[config.mk]
export PLATFORM = sky130hd
export DESIGN_NAME = uart_tx_arb
export DESIGN_NICKNAME = d
export VERILOG_FILES = /design/src/rtl/uart_arb_pkg.sv /design/src/rtl/rr_pick.sv /design/src/rtl/uart_tx_arb.sv
export SDC_FILE = /design/constraint.sdc
export NUM_CORES = 1
export LEC_CHECK = 0
export CORE_UTILIZATION = 55
export CTS_BUF_LIST = sky130_fd_sc_hd__clkbuf_4 sky130_fd_sc_hd__clkbuf_8
export DETAILED_ROUTE_END_ITERATION = 8
export MAX_ROUTING_LAYER = met4
export PLACE_DENSITY = 0.86
export SETUP_SLACK_MARGIN = 0.05
export SKIP_LAST_GASP = 1
export SLEW_MARGIN = 25
export SYNTH_ARGS = -nofsm -noshare
export SYNTH_HDL_FRONTEND = slang
export SYNTH_SLANG_ARGS = --single-unit
[constraint.sdc]
create_clock -name clk -period 5.1 [get_ports clk]
set_clock_uncertainty 0.1 [all_clocks]
set_input_delay 0.765 -clock clk [delete_from_list [all_inputs] [get_ports clk]]
set_output_delay 0.765 -clock clk [all_outputs]
set_load 0.05 [all_outputs]
[src/rtl/uart_arb_pkg.sv]
// Shared definitions for the UART transmit arbiter: FSM encoding, parameter
// defaults and the wrapping index helper used by the round-robin search.
package uart_arb_pkg;

    typedef enum logic {
        IDLE   = 1'b0,
        LOCKED = 1'b1
    } arb_state_e;

    localparam int DEF_NUM_REQ   = 2;
    localparam int DEF_MAX_BURST = 16;
    localparam int DEF_TIMEOUT   = 1024;

    // (a + b) mod n for operands already below n.
    function automatic int wrap_add(input int a, input int b, input int n);
        int s;
        s = a + b;
        return (s >= n) ? s - n : s;
    endfunction

endpackage

[src/rtl/rr_pick.sv]
// Combinational round-robin selector: first set bit of req_i searching upward
// from ptr_i with wrap-around.
module rr_pick
    import uart_arb_pkg::*;
#(
    parameter int N = DEF_NUM_REQ,
    parameter int W = $clog2(DEF_NUM_REQ)
) (
    input  logic [N-1:0] req_i,
    input  logic [W-1:0] ptr_i,
    output logic [W-1:0] idx_o,
    output logic         any_o
);

    logic [W-1:0] cand;

    // Walk offsets from farthest to nearest so the nearest requester wins.
    always_comb begin
        // NOTE: every output of a combinational block gets a default before any
        // conditional assignment, otherwise synthesis infers a latch.
        idx_o = '0;
        cand  = '0;
        for (int off = N - 1; off >= 0; off--) begin
            cand = W'(wrap_add(int'(ptr_i), off, N));
            if (req_i[cand]) begin
                idx_o = cand;
            end
        end
    end

    assign any_o = |req_i;

endmodule

[src/rtl/uart_tx_arb.sv]
// Round-robin arbiter multiplexing NUM_REQ byte streams onto one UART
// transmitter; a grant is held per packet, burst limit or idle timeout.
module uart_tx_arb
    import uart_arb_pkg::*;
#(
    parameter int NUM_REQ   = DEF_NUM_REQ,
    parameter int MAX_BURST = DEF_MAX_BURST,
    parameter int TIMEOUT   = DEF_TIMEOUT
) (
    input  logic                       clk,
    input  logic                       rst_n,
    input  logic [NUM_REQ-1:0]         req_valid,
    input  logic [8*NUM_REQ-1:0]       req_data,
    input  logic [NUM_REQ-1:0]         req_last,
    output logic [NUM_REQ-1:0]         req_ready,
    output logic                       tx_valid,
    output logic [7:0]                 tx_data,
    input  logic                       tx_ready,
    output logic [$clog2(NUM_REQ)-1:0] grant_id,
    output logic                       busy
);

    localparam int          GW         = $clog2(NUM_REQ);
    localparam logic [7:0]  BURST_LAST = 8'(MAX_BURST - 1);
    localparam logic [15:0] IDLE_LAST  = 16'(TIMEOUT - 1);

    arb_state_e    state_q, state_d;
    logic [GW-1:0] rr_ptr_q, rr_ptr_d;
    logic [GW-1:0] grant_q, grant_d;
    logic [7:0]    burst_q, burst_d;
    logic [15:0]   idle_q, idle_d;

    logic [GW-1:0] pick_idx;
    logic          pick_any;
    logic [GW-1:0] next_ptr;
    logic [7:0]    byte_sel;
    logic          valid_sel;
    logic          last_sel;
    logic          xfer;

    rr_pick #(
        .N (NUM_REQ),
        .W (GW)
    ) u_pick (
        .req_i (req_valid),
        .ptr_i (rr_ptr_q),
        .idx_o (pick_idx),
        .any_o (pick_any)
    );

    always_comb begin
        byte_sel = '0;
        for (int i = 0; i < NUM_REQ; i++) begin
            if (grant_q == GW'(i)) begin
                byte_sel = req_data[8*i +: 8];
            end
        end
    end

    assign valid_sel = req_valid[grant_q];
    assign last_sel  = req_last[grant_q];
    assign next_ptr  = (grant_q == GW'(NUM_REQ - 1)) ? '0 : grant_q + GW'(1);

    always_comb begin
        state_d   = state_q;
        rr_ptr_d  = rr_ptr_q;
        grant_d   = grant_q;
        burst_d   = burst_q;
        idle_d    = idle_q;
        tx_valid  = 1'b0;
        req_ready = '0;
        xfer      = 1'b0;

        case (state_q)
            IDLE: begin
                if (pick_any) begin
                    grant_d = pick_idx;
                    state_d = LOCKED;
                end
            end
            LOCKED: begin
                tx_valid           = valid_sel;
                req_ready[grant_q] = tx_ready;
                xfer               = valid_sel & tx_ready;

                if (xfer) begin
                    burst_d = burst_q + 8'd1;
                    idle_d  = '0;
                end else if (valid_sel) begin
                    idle_d  = '0;
                end else begin
                    idle_d  = idle_q + 16'd1;
                end

                // Last byte, burst limit and timeout all funnel into one release.
                if ((xfer && (last_sel || burst_q == BURST_LAST)) ||
                    (!valid_sel && idle_q == IDLE_LAST)) begin
                    state_d  = IDLE;
                    rr_ptr_d = next_ptr;
                    burst_d  = '0;
                    idle_d   = '0;
                end
            end
            default: state_d = IDLE;
        endcase
    end

    always_ff @(posedge clk or negedge rst_n) begin
        if (!rst_n) begin
            state_q  <= IDLE;
            rr_ptr_q <= '0;
            grant_q  <= '0;
            burst_q  <= '0;
            idle_q   <= '0;
        end else begin
            // NOTE: state registers use non-blocking assignment so every flop
            // samples the pre-edge values, regardless of statement order.
            state_q  <= state_d;
            rr_ptr_q <= rr_ptr_d;
            grant_q  <= grant_d;
            burst_q  <= burst_d;
            idle_q   <= idle_d;
        end
    end

    assign tx_data  = byte_sel;
    assign grant_id = grant_q;
    assign busy     = (state_q == LOCKED);

endmodule
==> results of run 1 <==
## registers in the layout (all words and copies together) (netlist names)
| signal | count |
|---|---|
| idle_q | 16 |
| burst_q | 8 |
| busy | 1 |
| grant_id | 1 |
| rr_ptr_q | 1 |
## final cells by class
type,instances,area [um2],area share
multi-input combinational,125,870,0.438
sequential,27,676,0.341
timing repair buffer,36,358,0.180
tap,31,38.8,0.0196
clock buffer,4,30.0,0.0151
inverter,3,11.3,0.00568
## critical path: stages (launching register included)
cell             delay [ps]
dfrtp_1                 730
inv_1                   370
nor2_1                  200
clkdlybuf4s50_1         810
## stage by stage
stage	util	total power, mW
CTS	0.719	0.799
detailed placement	0.708	0.703
global route	0.719	0.842
global placement	0.708	0.688
finish	0.719	0.797
floorplan	-	0.584
## cell families (layout without fill, tap and decap cells)
logic type,after synthesis,in the layout,synth area share
flip-flops,27,27,0.425
AO/OA/AOI/OAI,50,50,0.220
buffers and inverters,9,43,0.0276
AND/OR/NAND/NOR,58,58,0.209
adder cells (fa/ha/maj),2,2,0.0157
multiplexers,12,12,0.0858
XOR/XNOR,3,3,0.0165
## worst paths after layout
kind,from,to,depth (start not counted)
worst max-delay path,busy,tx_valid,3
worst min-delay path,burst_q[3],burst_q[3],1
worst max register to register,grant_id,idle_q[7],5
worst min register to register,burst_q[3],burst_q[3],1
max in group asynchronous,rst_n,burst_q[2],2
min in group asynchronous,rst_n,idle_q[6],2
## power by group
group	internal (mW)	switching (mW)
logic	0.159	0.241
registers	0.245	0.0555
clock network	0.0360	0.0613
## layer usage
layer / share of wire / GRT usage / vias up / wire (um)
li1: - / - / 679 / -
met1: 0.44 / 0.368 / 710 / 1630
met2: 0.50 / 0.451 / 68 / 1860
met3: 0.054 / 0.0465 / 6 / 203
met4: 0.013 / 0.0893 / 0 / 48
met5: 0 / - / - / 0
## cell usage in the layout, fill, tap and decap left out, types with 2 or more instances in the layout
cell,n
nor4_1,3
nand3_1,10
dfrtp_1,27
a22o_1,8
a32oi_2,2
nor3_4,2
nand4_1,2
a21o_1,3
a21oi_1,8
and3_1,8
inv_1,3
clkbuf_4,4
nand2b_1,7
nor3_1,2
xnor2_1,3
a41oi_1,2
clkdlybuf4s50_1,35
a31oi_1,11
nor2b_1,2
o21ai_0,10
mux2_2,10
nor2_1,6
ha_1,2
nand2_1,12
==> reports/qor.yml, run 1 <==
synth_flop_cell: "dfrtp_1"
fin_hold_ws_ps: 405
cts_tree: "done"
cts_htree_levels: 1
root_buffer: "clkbuf_4"
ir_worst_vdd_v: 0.000400
nets: 221
grt_max_degree: 28
antenna_found_initial: 0
place_ws_ps: 1820
synthMostInstantiatedCell: "dfrtp_1"
initial_utilization: 0.576
drt_iter0_markers: 61
yosysTopAreaCell: "dfrtp_1"
worstSetupPathType: "reg2out"
dp_hpwl_mm: 2.75
die_w_um: 55.8
final_cells: 226
netlist_instances: 161
design.core.area_um2: 2760
clock_latency_ps: 330
routedWlPerCell_um: 16.5
row_count: 19
synthTopCellsByCount: "dfrtp_1 (27), nand2_1 (12), a31oi_1 (11)"
worst-endpoint-arrival_ps: 2430
start_kind: "flop"
areaGrowthSynthToFinish_pct: 24.8
min_period_ps: 3300
status: "complete, no violations"
cp-end-kind: "output port"
placed_cell_area_um2: 1950
synth_edf_count: 0
yosysTopAreaCellShare: 0.425
max_slew.worst_pin.slew_ps: 725
hold_viol: 0
synth_area_um2: 1590
synth_area_per_cell_um2: 9.87
worstPathRequired_ps: 4240
globalplace.congestion: 0.891
hold_buffers: 0
die_h_um: 55.8
fmax_mhz: 303
yosys.cell_types.count: 39
routed_via_density: 6.47
final.period_utilization: 0.646
routed_wl_mm: 3.74
path_clk_slew_ps: 140
vias: 1463
grt_pass1_wl_mm: 6.71
num_io_pins: 36
rsz0062_at_grt: "no"
drive_gt1_frac: 0.123
powerDensity_nw_per_um2: 402
dp_cells: 222
yosysSeqAreaShare: 0.425
dieArea_um2: 3110
grt_overflow: 0
relSlewSlack: 0.516
drc: 0
timing.setup.tns_ps: 0
io_buffers: 35
cts_setup_buffers: 0
num_antenna_cells: 0
max_cap_viol_count: 0
ff2ff_setup_slack_ps: 2500
setup_viol: 0
clock_sinks: 27
yosys_warnings: 0
cts_resized: 0
synth_nets: 186
final_max_slew_viol_count: 0
grt_pass1_vias: 1423
grtUsageTotal: 0.281
cts.path.max_buffers: 2
fin_area_um2: 1980
hp-class: "reg2reg"
n_fill_cell: 201
synth_seq_cells: 27
setup_slack_ps: 1800
dr.pass1.iters: 4
postRouteAntennaNets: 0
synth.area.top_cells: "dfrtp_1 (43%), mux2_2 (7.1%), a22o_1 (4.4%), a31oi_1 (4.3%), and3_1 (3.1%)"
cts_buffers: 3
cellLeakagePower_nw: 0.884
synthArstFlopShare: 1.00
cp_max_fo: 18
(Power assumes the default switching activity.)
==> run 2: changes to the inputs <==
--- a/config.mk
+++ b/config.mk
@@ -5,11 +5,11 @@
 export SDC_FILE = /design/constraint.sdc
 export NUM_CORES = 1
 export LEC_CHECK = 0
-export CORE_UTILIZATION = 55
+export CORE_UTILIZATION = 47
 export CTS_BUF_LIST = sky130_fd_sc_hd__clkbuf_4 sky130_fd_sc_hd__clkbuf_8
 export DETAILED_ROUTE_END_ITERATION = 8
 export MAX_ROUTING_LAYER = met4
-export PLACE_DENSITY = 0.86
+export PLACE_DENSITY = 0.78
 export SETUP_SLACK_MARGIN = 0.05
 export SKIP_LAST_GASP = 1
 export SLEW_MARGIN = 25
==> constraint.sdc (replaced) <==
create_clock -name clk -period 2.85 [get_ports clk]
set_clock_uncertainty 0.1 [all_clocks]
set_input_delay 0.4275 -clock clk [delete_from_list [all_inputs] [get_ports clk]]
set_output_delay 0.4275 -clock clk [all_outputs]
set_load 0.05 [all_outputs]
==> reports/qor.yml, run 2 (synthesis gave the netlist of run 1 again) <==
routedWlPerCell_um: 15.5
grt_max_degree: 28
dp_hpwl_mm: 2.83
place_ws_ps: 410
vias: 1468
relSlewSlack: 0.649
final_cell_mix: "clkdlybuf4s50_1 (34), dfrtp_1 (26), nand2_1 (12), a31oi_1 (11)"
dieArea_um2: 3620
postRouteAntennaNets: 0
io_buffers: 35
timing.setup.tns_ps: 0
max_cap_viol_count: 0
drc: 0
top_register: "idle_q"
r2r_cells: 6
powerDensity_nw_per_um2: 716
root_buffer: "clkbuf_4"
nets: 224
path_clk_slew_ps: 150
routed_wl_mm: 3.75
clock_latency_ps: 330
worst-endpoint-arrival_ps: 2020
hold_viol: 0
mostFrequentLayoutCell: "clkdlybuf4s50_1"
finish.utilization: 0.646
clock_sinks: 27
cp-end-kind: "output port"
largest_reg_flops: 16
cts_buffers: 3
fin_area_um2: 2020
grt_pass1_wl_mm: 6.13
areaGrowthSynthToFinish_pct: 27.2
final_cells: 242
cts_setup_buffers: 0
hp-class: "in2async"
cts_htree_levels: 1
reg.largest.list: "idle_q: 16 flops, burst_q: 8 flops"
worstSetupPathType: "reg2out"
hold_buffers: 0
row_count: 20
design.core.area_um2: 3130
dr.pass1.iters: 4
start_kind: "flop"
ir_worst_vdd_v: 0.000544
num_io_pins: 36
setup_viol: 0
rr_endpoint: "burst_q[7]"
final.period_utilization: 0.894
globalplace.congestion: 0.811
placed_cell_area_um2: 1990
fin_hold_ws_ps: 336
die_w_um: 60.1
num_antenna_cells: 0
max_slew.worst_pin.slew_ps: 524
drt_iter0_markers: 86
ff2ff_setup_slack_ps: 650
initial_utilization: 0.508
drive_gt1_frac: 0.146
p_total_mw: 1.45
grt_pass1_vias: 1418
antenna_found_initial: 0
status: "complete, no violations"
routed_via_density: 6.07
fmax_mhz: 392
dp_cells: 238
worstPathRequired_ps: 2320
cts.path.max_buffers: 2
cp_max_fo: 17
cellLeakagePower_nw: 0.898
rr_startpoint: "burst_q[0]"
grt_overflow: 0
final_max_slew_viol_count: 0
setup_slack_ps: 301
cts_tree: "done"
grtUsageTotal: 0.239
crit_start: "grant_id"
rsz0062_at_grt: "no"
die_h_um: 60.1
min_period_ps: 2550
==> run 2: cell types whose count changed in the layout (fill, tap and decap cells not counted), sizes merged <==
cell,previous run,this run
clkdlybuf4s50,35,34
buf,1,5
==> run 2: worst max-delay path by stage <==
| stage | to | depth (start not counted) |
|---|---|---|
| after CTS | tx_data[2] | 2 |
| final | tx_data[2] | 2 |
| after detailed placement | req_ready[0] | 4 |
| after floorplan | tx_valid | 4 |
| after global routing | tx_data[2] | 2 |
| after global placement | req_ready[0] | 4 |
==> run 2: final cells by class <==
cell class	instances	area, um2
Clock buffer	4	30.0
Fill cell	257	1110
Inverter	3	11.3
Multi-Input combinational cell	125	870
Sequential cell	27	677
Tap cell	44	55.1
Timing Repair Buffer	39	378
==> run 2: per-layer routing <==
| layer | track usage | part of all wire | vias up |
|---|---|---|---|
| met1 | 0.307 | 0.44 | 697 |
| met4 | 0.136 | 0.026 | 0 |
| li1 | - | - | 687 |
| met5 | - | 0 | - |
| met3 | 0.0281 | 0.072 | 8 |
| met2 | 0.361 | 0.46 | 76 |
==> run 2: power breakdown <==
part,internal [mW],switching [mW]
Combinational,0.298,0.446
Clock,0.0645,0.114
Sequential,0.440,0.0840
Total,0.802,0.644
==> run 2: worst max-delay path: stages (launching register included) <==
cell	delay [ps]
dfrtp_2	590
mux2_2	380
clkdlybuf4s50_1	710
==> run 2: repair_timing <==
item	in CTS	in global routing
gates resized for setup	0	1
hold endpoints to repair	0	0
setup endpoints to repair	0	8
==> run 3: changes to the inputs <==
--- a/config.mk
+++ b/config.mk
@@ -5,9 +5,11 @@
 export SDC_FILE = /design/constraint.sdc
 export NUM_CORES = 1
 export LEC_CHECK = 0
+export CAP_MARGIN = 20
 export CORE_UTILIZATION = 47
 export CTS_BUF_LIST = sky130_fd_sc_hd__clkbuf_4 sky130_fd_sc_hd__clkbuf_8
 export DETAILED_ROUTE_END_ITERATION = 8
+export GPL_TIMING_DRIVEN = 1
 export MAX_ROUTING_LAYER = met4
 export PLACE_DENSITY = 0.78
 export SETUP_SLACK_MARGIN = 0.05
==> results of run 3 <==
Same layout as run 2: the final DEF is identical, and so are final timing and power.
==> RTL edit 1 (flow settings as in run 1) <==
`DEF_NUM_REQ`: 2 -> 4.
--- a/src/rtl/uart_arb_pkg.sv
+++ b/src/rtl/uart_arb_pkg.sv
@@ -7,7 +7,7 @@
         LOCKED = 1'b1
     } arb_state_e;
 
-    localparam int DEF_NUM_REQ   = 2;
+    localparam int DEF_NUM_REQ   = 4;
     localparam int DEF_MAX_BURST = 16;
     localparam int DEF_TIMEOUT   = 1024;
 
Interface: changed (5 resized); port bits go from 36 to 59. No check against the original RTL was run, so the function may have changed too.
==> RTL edit 1 against run 1 <==
  * Power up 69%
  * Wire length up 39%
  * Critical path depth up 5
  * Final area up 34%
  * Area after synthesis up 23%
  * Sequential cell count up 2
  * Count of clock-buffer cells in the layout up 3
  * Sequential power up 16%
  * Global-route usage up 1.4 points
  * Worst setup slack worse by 0.59 ns
  * Critical endpoint is now tx_data[6]
  * Largest cell class unchanged
==> RTL edit 1: results (changes against run 1) <==
Cells and area
  – Nets: 343 (was 221)
  – Filler cell count: 224 (was 201)

Critical path
  – R2R Setup Slk: 2.22 ns (was 2.50 ns)
  – Slowest Stage Delay on Critical Path: 0.85 ns (was 0.81 ns)
  – Max FO, Critical Path: 10 (was 18)
  – CP endpoint: tx_data[6] (was tx_valid)

Worst hold path
  – Hold path startpoint: idle_q[9]$_DFFE_PN0P_ (was burst_q[3]$_DFFE_PN0P_)
  – Hold EP: idle_q[9]$_DFFE_PN0P_ (was burst_q[3]$_DFFE_PN0P_)

STA
  – Hold WS: 0.4273 ns (was 0.4053 ns)
  – Slew headroom: 0.4642 (was 0.5165)

Logic synthesis
  – Area share of xor/xnor cells in the synthesized design: 0.008929 (was 0.01654)
  – Most frequent cells after synthesis: dfrtp_1 (29), nand2_1 (28), o21ai_0 (26), a21oi_1 (21), nor2_1 (20) (was dfrtp_1 (27), nand2_1 (12), a31oi_1 (11))
  – Mapped Nets: 288 (was 186)
  – Syn_area_per_cell: 8.209 um2 (was 9.870 um2)
  – Post-synthesis mux area share: 0.05230 (was 0.08583)
  – Post-synthesis compound-gate area fraction: 0.2577 (was 0.2205)

Drt
  – Routed length on met2: 2.457 mm (was 1.857 mm)
  – DR WL/cell: 15.19 um (was 16.54 um)
  – Detailed Route Iter0 Violations: 169 (was 61)
  – DRT met1 WL: 2.455 mm (was 1.628 mm)
  – Met3 wire length: 169 um (was 203 um)
  – Final wirelength: 5.179 mm (was 3.737 mm)

Placement
  – Gpl congestion: 0.8229 (was 0.8913)
  – Input/output buffers: 58 (was 35)
  – DP HPWL: 3.897 mm (was 2.751 mm)
  – Placed cells: 333 (was 222)

Global routing
  – Met1 Usage GRT: 0.3876 (was 0.3677)
  – Gr usage total: 0.2950 (was 0.2813)
  – Number of global-route vias before repair: 1737 (was 1423)
  – Largest net degree at the start of global routing: 30 (was 28)
  – First-pass GRT wire length: 7.852 mm (was 6.706 mm)

Pwr
  – Peak supply drop: 0.3629 mV (was 0.3999 mV)
  – Leak: 1.094 nW (was 0.8839 nW)

Status
  – Status: complete, no violations (unchanged)

Clock network
  – CTS H-tree depth: 2 (was 1)
-- RTL edit 1: area by class of cell --
type / instances / area [um2] / share of cell area
multi-input combinational: 189 / 1156 / 0.4344
sequential: 29 / 725.7 / 0.2727
timing repair buffer: 61 / 603.1 / 0.2266
clock buffer: 7 / 58.81 / 0.02210
tap: 46 / 57.56 / 0.02163
clock inverter: 1 / 30.03 / 0.01128
inverter: 8 / 30.03 / 0.01128
-- RTL edit 1: power groups by stage --
| stage | Sequential [mW] | Clock (mW) | Combinational (mW) |
|---|---|---|---|
| after floorplan | 0.350 | 0 | 0.536 |
| after global placement | 0.348 | 0 | 0.777 |
| after detailed placement | 0.350 | 0 | 0.787 |
| after CTS | 0.346 | 0.209 | 0.790 |
| after global routing | 0.357 | 0.220 | 0.851 |
| final | 0.349 | 0.209 | 0.791 |
-- RTL edit 1: stage by stage --
stage,setup WS [ns],area (um2)
final,1.211,2661
after global routing,0.9600,2661
after CTS,1.188,2661
after detailed placement,1.461,2572
after global placement,1.479,2572
after floorplan,1.359,1962
==> RTL edit 2 (settings of run 1) <==
Made on the original files. Make the reset (`rst_n`) synchronous in one clocked block.
--- a/src/rtl/uart_tx_arb.sv
+++ b/src/rtl/uart_tx_arb.sv
@@ -105,7 +105,7 @@
         endcase
     end
 
-    always_ff @(posedge clk or negedge rst_n) begin
+    always_ff @(posedge clk) begin
         if (!rst_n) begin
             state_q  <= IDLE;
             rr_ptr_q <= '0;
Check against the original RTL: differs if rst_n is asserted again (counterexample within 4 cycles, from zero or initial values and one cycle with rst_n low); with rst_n held inactive, the same outputs for 10 cycles.
==> RTL edit 2 against run 1 <==
  * Utilization is 2.5 points higher
  * First-iteration DRC count down 36%
  * Worst setup slack better by 0.039 ns
  * Area after synthesis is 6.5% lower
  * Wire length down 12%
  * Final area decreased by 5.4%
  * Sequential cell count unchanged
  * Via count grew 1.2%
  * Largest cell class unchanged
  * Hold slack worse by 0.020 ns
  * Synthesized cell count up 16%
Power is not compared: it rests on default switching activity, and its combinational part moved more than twofold at a synthesized area within 25%.
==> RTL edit 2: results (changes against run 1) <==
STA
  – Tightest Pin Transition: 0.7648 ns (was 0.7253 ns)
  – Highest Clock Rate: 0.3070 GHz (was 0.3034 GHz)

Placement
  – Placed cells: 247 (was 222)
  – Gpl congestion: 0.8674 (was 0.8913)
  – Place WS: 1.863 ns (was 1.817 ns)
  – DP HPWL: 2.493 mm (was 2.751 mm)

Logic synthesis
  – Area share of xor/xnor cells in the synthesized design: 0.01768 (was 0.01654)
  – Share of flip-flops with an asynchronous set or reset: 0 (was 1.000)
  – Mapped Nets: 212 (was 186)
  – Most frequent cells after synthesis: dfxtp_1 (27), o21ai_0 (19), nand2_1 (18), a21oi_1 (17), nand3_1 (16) (was dfrtp_1 (27), nand2_1 (12), a31oi_1 (11))
  – Post-Synth Adder-Cell Area: 0.01684 (was 0.01575)
  – Sequential area share after synthesis: 0.3636 (was 0.4252)
  – Netlist cell types: 38 (was 39)
  – Post-synthesis compound-gate area fraction: 0.1675 (was 0.2205)
  – Top post-synthesis cells by area: dfxtp_1 (36%), mux2_2 (6.8%), o21ai_0 (6.4%) (was dfrtp_1 (43%), mux2_2 (7.1%), a22o_1 (4.4%))
  – Synth Flop Type: dfxtp_1 (was dfrtp_1)

Drt
  – Via/cell ratio: 5.900 (was 6.473)
  – Detailed Route Iter0 Violations: 39 (was 61)
  – Vias: 1481 (was 1463)

Cells and area
  – Share of cells above drive strength 1: 0.08597 (was 0.1231)
  – Nets: 247 (was 221)

Critical path
  – Worst reg2reg path startpoint: grant_id$_SDFFE_PN0P_ (was grant_id$_DFFE_PN0P_)
  – R2R Setup Slk: 2.56 ns (was 2.50 ns)
  – Worst r2r dst: idle_q[15]$_SDFFE_PN0P_ (was idle_q[7]$_DFFE_PN0P_)
  – CP arrival: 2.39 ns (was 2.43 ns)
  – Max FO, Critical Path: 6 (was 18)

Global routing
  – Number of global-route vias before repair: 1330 (was 1423)
  – Largest net degree at the start of global routing: 17 (was 28)
  – First-pass GRT wire length: 5.471 mm (was 6.706 mm)
  – Gr usage total: 0.2650 (was 0.2813)

Clock network
  – CTS H-tree depth: 1 (unchanged)
  – Clock latency on the worst-skew pair: 0.33 ns (about the same)
  – Clock transition at path regs: 0.15 ns

Worst hold path
  – Hold EP: rr_ptr_q$_SDFFE_PN0P_ (was burst_q[3]$_DFFE_PN0P_)
  – WHS Path Cells: 2 (was 1)
  – Hold path startpoint: rr_ptr_q$_SDFFE_PN0P_ (was burst_q[3]$_DFFE_PN0P_)

Status
  – Status: complete, no violations (unchanged)
==> RTL edit 2: through the flow <==
| stage | hold WS, ns | cell area (um2) | util |
|---|---|---|---|
| after floorplan | 0.3311 | 1486 | - |
| after global placement | 0.3514 | 1847 | 0.7321 |
| after detailed placement | 0.3605 | 1847 | 0.7321 |
| after CTS | 0.3847 | 1877 | 0.7440 |
| after global routing | 0.4190 | 1877 | 0.7440 |
| final | 0.3857 | 1877 | 0.7440 |
==> RTL edit 2: worst max path at each step <==
stage          endpoint  cells after the start             from
5_1_grt        tx_valid                      4     req_valid[1]
3_3_place_gp   tx_valid                      4     req_valid[1]
3_5_place_dp   tx_valid                      4     req_valid[1]
6_report       tx_valid                      4     req_valid[1]
2_1_floorplan  tx_valid                      3  busy$_SDFF_PN0_
4_1_cts        tx_valid                      4     req_valid[1]
==> RTL edit 2: routing by layer <==
metal | track usage | vias to the layer above | routed length, um
met3 | 0.03390 | 5 | 187
met5 | - | - | 0
li1 | - | 741 | -
met1 | 0.2997 | 672 | 1498
met4 | 0.1026 | 0 | 46
met2 | 0.4691 | 63 | 1574
==> RTL edit 2: cell type report <==
| class | instances | area [um2] |
|---|---|---|
| fill | 206 | 645.6 |
| timing repair buffer | 35 | 350.3 |
| clock inverter | 1 | 7.507 |
| clock buffer | 3 | 22.52 |
| tap | 30 | 37.54 |
| sequential | 27 | 540.5 |
| multi-input combinational | 144 | 877.1 |
| inverter | 11 | 41.29 |
==> RTL edit 2: logic make-up (layout without fill, tap and decap cells) <==
group	after synthesis	in the layout
XOR/XNOR	3	3
multiplexers	12	12
flip-flops	27	27
buffers and inverters	16	50
AND/OR/NAND/NOR	82	82
adder cells (fa/ha/maj)	2	2
AO/OA/AOI/OAI	45	45
==> RTL edit 2: critical path, cell delays in order <==
cell,delay [ns]
clkdlybuf4s50_1,0.51
mux2i_1,0.16
nor2_1,0.14
clkdlybuf4s50_1,0.81
==> RTL edit 2: power by group through the flow <==
stage,sequential (mW),clock [mW],combinational (mW)
after floorplan,0.225,0,0.0538
final,0.219,0.0939,0.0918
after global routing,0.220,0.105,0.0974
after CTS,0.219,0.0961,0.0919
after global placement,0.224,0,0.0901
after detailed placement,0.224,0,0.0913
